### config.mk
export PLATFORM = sky130hd
export DESIGN_NAME = ex_branch_resolve
export DESIGN_NICKNAME = d
export VERILOG_FILES = /design/src/rtl/ex_branch_resolve.sv
export SDC_FILE = /design/constraint.sdc
export NUM_CORES = 1
export LEC_CHECK = 0
export ABC_AREA = 1
export CORE_AREA = 3 3 214 132
export DETAILED_ROUTE_END_ITERATION = 10
export DIE_AREA = 0 0 217 135
export PLACE_DENSITY_LB_ADDON = 0.12
export SYNTH_ARGS = -nofsm -noshare
export SYNTH_HDL_FRONTEND = slang
export SYNTH_SLANG_ARGS = --single-unit
### constraint.sdc
create_clock -name i_clk -period 2 [get_ports i_clk]
set_input_delay 0.4 -clock i_clk [delete_from_list [all_inputs] [get_ports i_clk]]
set_output_delay 0.4 -clock i_clk [all_outputs]
set_load 0.005 [all_outputs]
### src/rtl/ex_branch_resolve.sv
// rtl/ex_branch_resolve.sv - EX-stage branch resolution, fetch redirect/flush, 2-bit BHT and branch counters
module ex_branch_resolve #(
  parameter int BHT_ENTRIES = 16,
  parameter int CNT_W       = 32
) (
  input  logic             i_clk,
  input  logic             i_rst,
  input  logic             i_valid_ex,
  input  logic             i_stall_ex,
  input  logic             i_is_branch_ex,
  input  logic             i_is_jal_ex,
  input  logic             i_is_jalr_ex,
  input  logic [2:0]       i_funct3_ex,
  input  logic             i_br_less_ex,
  input  logic             i_br_equal_ex,
  output logic             o_br_un_ex,
  input  logic [31:0]      i_pc_ex,
  input  logic [31:0]      i_target_ex,
  input  logic             i_pred_taken_ex,
  input  logic [31:0]      i_if_pc,
  output logic             o_if_pred_taken,
  output logic             o_redirect_valid,
  output logic [31:0]      o_redirect_pc,
  output logic             o_flush_if_id,
  output logic             o_flush_id_ex,
  output logic             o_illegal_br,
  output logic [CNT_W-1:0] o_br_count,
  output logic [CNT_W-1:0] o_mispred_count
);

  localparam int IDX_W = $clog2(BHT_ENTRIES);

  typedef enum logic {S_IDLE, S_REDIRECT} state_t;

  state_t             state_q, state_d;
  logic [31:0]        redirect_pc_q;
  logic               illegal_q;
  logic [CNT_W-1:0]   br_count_q, mispred_count_q;
  logic [1:0]         bht_q [BHT_ENTRIES];

  logic               is_cond, illegal_f3, cond_taken, actual_taken;
  logic               resolve, mispredict, bht_upd;
  logic [31:0]        actual_pc;
  logic [IDX_W-1:0]   ex_idx, if_idx;
  logic [1:0]         bht_cur, bht_nxt;
  logic               unused_pc_bits;

  assign o_br_un_ex = i_funct3_ex[1];

  // JALR wins over JAL, which wins over a conditional branch, if decode ever flags several
  assign is_cond    = i_is_branch_ex & ~i_is_jal_ex & ~i_is_jalr_ex;
  assign illegal_f3 = (i_funct3_ex[2:1] == 2'b01);

  always_comb begin
    cond_taken = 1'b0;
    case (i_funct3_ex)
      3'b000:          cond_taken = i_br_equal_ex;
      3'b001:          cond_taken = ~i_br_equal_ex;
      3'b100, 3'b110:  cond_taken = i_br_less_ex;
      3'b101, 3'b111:  cond_taken = ~i_br_less_ex;
      default:         cond_taken = 1'b0;
    endcase
  end

  assign actual_taken = i_is_jal_ex | i_is_jalr_ex | (is_cond & cond_taken);
  assign actual_pc    = actual_taken ? {i_target_ex[31:1], 1'b0} : i_pc_ex + 32'd4;

  assign resolve    = i_valid_ex & ~i_stall_ex & (i_is_branch_ex | i_is_jal_ex | i_is_jalr_ex)
                    & (state_q == S_IDLE);
  assign mispredict = resolve & (i_is_jalr_ex | (actual_taken != i_pred_taken_ex));
  assign bht_upd    = resolve & is_cond & ~illegal_f3;

  assign ex_idx  = i_pc_ex[IDX_W+1:2];
  assign if_idx  = i_if_pc[IDX_W+1:2];
  assign bht_cur = bht_q[ex_idx];

  always_comb begin
    bht_nxt = bht_cur;
    if (actual_taken) begin
      if (bht_cur != 2'b11) bht_nxt = bht_cur + 2'b01;
    end else begin
      if (bht_cur != 2'b00) bht_nxt = bht_cur - 2'b01;
    end
  end

  assign o_if_pred_taken = bht_q[if_idx][1];
  assign unused_pc_bits  = ^{i_if_pc[31:IDX_W+2], i_if_pc[1:0]};

  always_comb begin
    state_d = state_q;
    case (state_q)
      S_IDLE:     if (mispredict) state_d = S_REDIRECT;
      S_REDIRECT: state_d = S_IDLE;
      default:    state_d = S_IDLE;
    endcase
  end

  assign o_redirect_valid = (state_q == S_REDIRECT);
  assign o_flush_if_id    = (state_q == S_REDIRECT);
  assign o_flush_id_ex    = (state_q == S_REDIRECT);
  assign o_redirect_pc    = redirect_pc_q;
  assign o_illegal_br     = illegal_q;
  assign o_br_count       = br_count_q;
  assign o_mispred_count  = mispred_count_q;

  always_ff @(posedge i_clk) begin
    if (i_rst) begin
      state_q         <= S_IDLE;
      redirect_pc_q   <= 32'd0;
      illegal_q       <= 1'b0;
      br_count_q      <= '0;
      mispred_count_q <= '0;
      for (int i = 0; i < BHT_ENTRIES; i++) bht_q[i] <= 2'b01;
    end else begin
      state_q   <= state_d;
      illegal_q <= resolve & is_cond & illegal_f3;
      if (mispredict) redirect_pc_q <= actual_pc;
      if (resolve)    br_count_q <= br_count_q + {{(CNT_W-1){1'b0}}, 1'b1};
      if (mispredict) mispred_count_q <= mispred_count_q + {{(CNT_W-1){1'b0}}, 1'b1};
      if (bht_upd)    bht_q[ex_idx] <= bht_nxt;
    end
  end

endmodule

# [After elaboration in Yosys (flattened, before gate mapping)]
# Memories as Yosys holds them, arrays and structs flattened.
# Cells that the tools add are included.
[word_totals] regBits=98 ram_bits=32 memories=1 in_bits=109 wordCells=61 out_inout_bits=102
[op_classes] eq_ne=8 bitwise=22 n_reduce_logical=5 addsub=5 n_mux=15
[mem_list] name="bht_q" depth=16 word_bits=2 read_ports=2 rd_ports_with_merged_regs=0 wr=16 line="39" source="logic [1:0] bht_q [BHT_ENTRIES];"
[ops] op="$add A32 B1 Y32 const B" count=2
[ops] op="$add A32 B3 Y32 const B" count=1
[ops] op="$mux W32" count=1
[ops] op="$eq A3 B3 Y1 const B" count=4
[ops] op="$and A1 B1 Y1" count=10
[ops] op="$mux W2" count=4
[ops] op="$mux W1" count=7
[ops] op="$not A1 Y1" count=7
[ops] op="$reduce_or A2 Y1" count=3
[ops] op="$or A1 B1 Y1" count=5
[ops] op="$mux W4" count=1
[ops] op="$pmux W1 S4" count=1
[ops] op="$eq A3 B1 Y1 const B" count=1
[ops] op="$logic_not A3 Y1" count=1
[ops] op="$add A2 B1 Y2 const B" count=1
[ops] op="$eq A2 B1 Y1 const B" count=1
[ops] op="$ne A2 B2 Y1 const B" count=1
[ops] op="$pmux W1 S2" count=1
[ops] op="$reduce_bool A2 Y1" count=1
[ops] op="$sub A2 B1 Y2 const B" count=1
[ops] op="$ne A1 B1 Y1" count=1

# [Longest topological paths before layout]
# Gate-level depths: netlist of the first run.
[logic_depth] depth_word=11 mapped_depth=14 mapped_depth_nobuf=13

# [Least setup slack after synthesis of the first run]
# OpenSTA, ideal clock, no wires.
[synth_path] kind="input to register" startpoint="input i_pc_ex[2]" endpoint="memory bht_q[10][1] (data pin)" stages=12 required_ps=1739 n_path_buf=2 arrival_ps=1508 setup_time_ps=261 path_slack_ps=231 path_cell_list="buf_2 -> nor2_1 -> nor2_1 -> o21ai_0 -> nand2_1 -> nand2_1 -> nand2_1 -> inv_1 -> nand2_1 -> o21ai_2 -> buf_2 -> a21oi_1"
[synth_lines] item="start, declared" line="17" source="input logic [31:0] i_pc_ex,"
[synth_lines] item="end, declared" line="39"

==> impl_metrics.env, run 1 <==
export IMPL_synth_adder_area_share_pct=0.916
export IMPL_multi_input_area_sq_um=4610
export IMPL_muxShareOfSynthArea_pct=0
export IMPL_end_kind="primary output"
export IMPL_p_comb_share_pct=15.4
export IMPL_p_clk_share_pct=45.2
export IMPL_drt_initial_drc_count=825
export IMPL_grt_use_total_pct=20.9
export IMPL_p_leak_uw=0.00462
export IMPL_synth_xor_area_share_pct=4.38
export IMPL_ys_seq_area_share_pct=35.7
export IMPL_hp_class="register to register"
export IMPL_p_sw_share_pct=27.8
export IMPL_fillCellCount=2797
export IMPL_cp_data_required_time_ns=1.60
export IMPL_yosys_warnings=0
export IMPL_ys_flop_type="dfxtp_1"
export IMPL_hold_viol=0
export IMPL_finalMaxSlewViolations=0
export IMPL_crit_path_max_fanout=2
export IMPL_hold_worst_slack_ns=0.467
export IMPL_fin_crit_sh_pct=96.1
export IMPL_synth_seq_cells=130
export IMPL_grt_pass1_vias=8340
export IMPL_synth_cell_types=40
export IMPL_place_area_sq_um=11200
export IMPL_drive_gt1_share_pct=11.2
export IMPL_start_kind="register"
export IMPL_timing_rr_end="o_mispred_count[19]$_SDFFE_PP0P_"
export IMPL_drt_pass1_iterations=7
export IMPL_gp_congestion=0.914
export IMPL_timing_fmax_mhz=520
export IMPL_ir_drop_mv=0.394
export IMPL_die_area_sq_um=29300
export IMPL_fin_worst_skew_ns=0.0155
export IMPL_worstMarginPinSlew_ns=0.720
export IMPL_hold_start="o_redirect_pc[17]$_SDFFE_PP0P_"
export IMPL_outcome="finished, final reports clean"
export IMPL_synth_top_family_by_area="simple AND/OR/NAND/NOR gates"
export IMPL_netlist_top_cells_count="414 x nand2_1, 210 x nor2_1, 116 x inv_1, 98 x dfxtp_1, 89 x a21oi_1"
export IMPL_num_rows=46
export IMPL_yosysMostFrequentCell="nand2_1"
export IMPL_rr_startpoint="o_mispred_count[15]$_SDFFE_PP0P_"
export IMPL_die_w_microns=217
export IMPL_synth_top_area_share_pct=23.9
export IMPL_syn_area_sq_um=8200
export IMPL_p_switching_uw=1960
export IMPL_critPathKind="register to primary output"
export IMPL_fin_ws_ns=0.0773
export IMPL_fin_nets=1674
export IMPL_ctsHtreeMaxLevel=4
export IMPL_p_int_uw=5100
export IMPL_grt_max_degree=59
export IMPL_num_vias=9203
export IMPL_r2r_slack_ns=0.16
export IMPL_routed_wl_microns=31300
export IMPL_die_h_microns=135
export IMPL_via_per_inst=4.76
export IMPL_final_area_sq_um=11900
export IMPL_root_buffer="clkbuf_16"
export IMPL_worstHoldPathCells=2
export IMPL_synthTopCellsByArea="dfxtp_1 24%, nand2_1 19%, edfxtp_1 12%"
export IMPL_critPathSlowestCell="edfxtp_1"
export IMPL_place_ws_ns=-0.477
export IMPL_clk_pin_slew_ns=0.06
export IMPL_final_util_pct=45.0
export IMPL_crit_chain="o21ai_2 -> a21oi_2 -> o311ai_2 -> nand2_1 -> buf_2"
export IMPL_grt_overflow=0
export IMPL_clk_path_buf_depth=2
export IMPL_syn_area_per_cell_sq_um=6.33
export IMPL_r2r_cells=8
export IMPL_yosysTopAreaCell="dfxtp_1"
export IMPL_initial_core_util_pct=31.1
export IMPL_hpwl_microns=23600
export IMPL_cts_sinks=130
export IMPL_maxCapViolCount=0
export IMPL_boundaryPins=211
export IMPL_port_buffers=181
export IMPL_power_density_nw_per_um2=595
export IMPL_areaGrowthSynthToFinish_pct=44.7
export IMPL_route_detailed_drc=0
export IMPL_setup_viol=0
export IMPL_min_period_ns=1.92
export IMPL_min_to="o_redirect_pc[17]$_SDFFE_PP0P_"
export IMPL_ant_nets=0
export IMPL_cts_buffers=17
export IMPL_wl_per_cell_microns=16.2
export IMPL_arrival_ns=1.52
export IMPL_max_stage_delay_ns=0.44
export IMPL_antenna_found_initial=0
export IMPL_synth_edf_count=32
export IMPL_synthCells=1296
export IMPL_clock_latency_ns=0.44
export IMPL_async_flop_share_pct=0
export IMPL_yosys_area_share_simple_pct=39.7
export IMPL_diodes=0
export IMPL_rsz0062_at_grt="yes"
export IMPL_seqCellArea_sq_um=2920
export IMPL_grt_pass1_wl_microns=47400
export IMPL_synth_compound_area_share_pct=10.7
export IMPL_max_slew_margin_rel_pct=52.0
export IMPL_fp_coreArea_sq_um=26400
export IMPL_p_total_uw=7060
export IMPL_synth_nets=1411
export IMPL_p_seq_share_pct=39.5
export IMPL_cts_tree="done"
[cells by family (layout without fill, tap and decap cells)]
family / after synthesis / after routing
DFF: 130 / 130
AOI/OAI and AO/OA: 167 / 167
and+or+nand+nor: 782 / 782
xor gates and xnor gates: 41 / 41
adders and majority gates: 6 / 6
buffers and inverters: 170 / 446
[placed cells by master, fill, tap and decap left out, types with 27 or more instances in the layout]
| cell | instances |
|---|---|
| a21oi_1 | 87 |
| nand2_1 | 413 |
| o21ai_0 | 54 |
| buf_4 | 99 |
| dfxtp_1 | 97 |
| nor3_1 | 27 |
| xor2_1 | 29 |
| nand3_1 | 81 |
| inv_1 | 115 |
| clkdlybuf4s50_1 | 175 |
| edfxtp_1 | 32 |
| nor2_1 | 208 |
[flip-flops by register name, indices dropped and copies added (netlist names)]
signal / count
bht_q: 32
o_br_count: 32
o_flush_id_ex: 1
o_illegal_br: 1
o_mispred_count: 32
o_redirect_pc: 32
[through the flow]
step                      TNS [ns]  instances
after global routing       -0.0855       1932
after floorplan                  0       1296
after CTS                        0       1930
after detailed placement    -49.08       1897
after global placement      -46.94       1897
final                            0       1932
[metal layers]
metal / up-vias / track usage [%] / part of all wire, %
met5: - / 0 / 0
met1: 4213 / 33.0 / 53
met2: 287 / 28.2 / 40
li1: 4685 / - / -
met4: 0 / 5.07 / 0.88
met3: 18 / 4.61 / 6.4
[worst max-delay path, delay by kind of cell (launching register included)]
kind / cells / cell delay [ns]
compound gates: 3 / 0.45
simple gates: 1 / 0.07
flops: 1 / 0.44
buf+inv: 1 / 0.13
[cell type report]
class / count / share of cell area, %
clock buffer: 17 / 3.59
clock inverter: 15 / 1.31
inverter: 119 / 3.83
multi-input combinational: 996 / 38.9
sequential: 130 / 24.6
tap: 360 / 3.80
timing repair buffer: 295 / 23.9
[power by group through the flow]
stage	Clock, uW	Combinational (uW)	Sequential [uW]
floorplan	0	450	2840
global placement	0	1040	2840
detailed placement	0	1040	2840
CTS	3270	1050	2790
global route	3370	1180	2790
finish	3190	1080	2790
[how the worst max path moves through the flow]
stage / from / end / slack [ns] / cells past startpoint
floorplan: i_pc_ex[2] / bht_q[10][1]$_SDFFCE_PN0P_ / 0.23 / 12
finish: bht_q[2][1]$_SDFFCE_PN0P_ / o_if_pred_taken / 0.08 / 5
detailed placement: i_if_pc[2] / o_if_pred_taken / -0.48 / 7
CTS: i_pc_ex[3] / o_redirect_pc[26]$_SDFFE_PP0P_ / 0.002 / 11
global route: i_funct3_ex[1] / o_redirect_pc[9]$_SDFFE_PP0P_ / -0.02 / 13
global placement: i_if_pc[2] / o_if_pred_taken / -0.49 / 7
[what timing repair did]
action | CTS | global route
buffers inserted | 0 | 0
endpoints found under the setup margin | 2 | 95
gates resized for setup | 13 | 18
pin swaps | 3 | 6
hold buffers | 0 | 0
gates cloned | 1 | 2
hold endpoints to repair | 0 | 0
Power figures use the tool's default switching activity.
==> inputs of run 2 (changes only) <==
--- a/config.mk
+++ b/config.mk
@@ -6,6 +6,7 @@
 export NUM_CORES = 1
 export LEC_CHECK = 0
 export ABC_AREA = 1
+export CAP_MARGIN = 5
 export CORE_AREA = 3 3 214 132
 export DETAILED_ROUTE_END_ITERATION = 10
 export DIE_AREA = 0 0 217 135
==> results of run 2 <==
No change in the layout: final DEF, timing and power equal those of run 1.
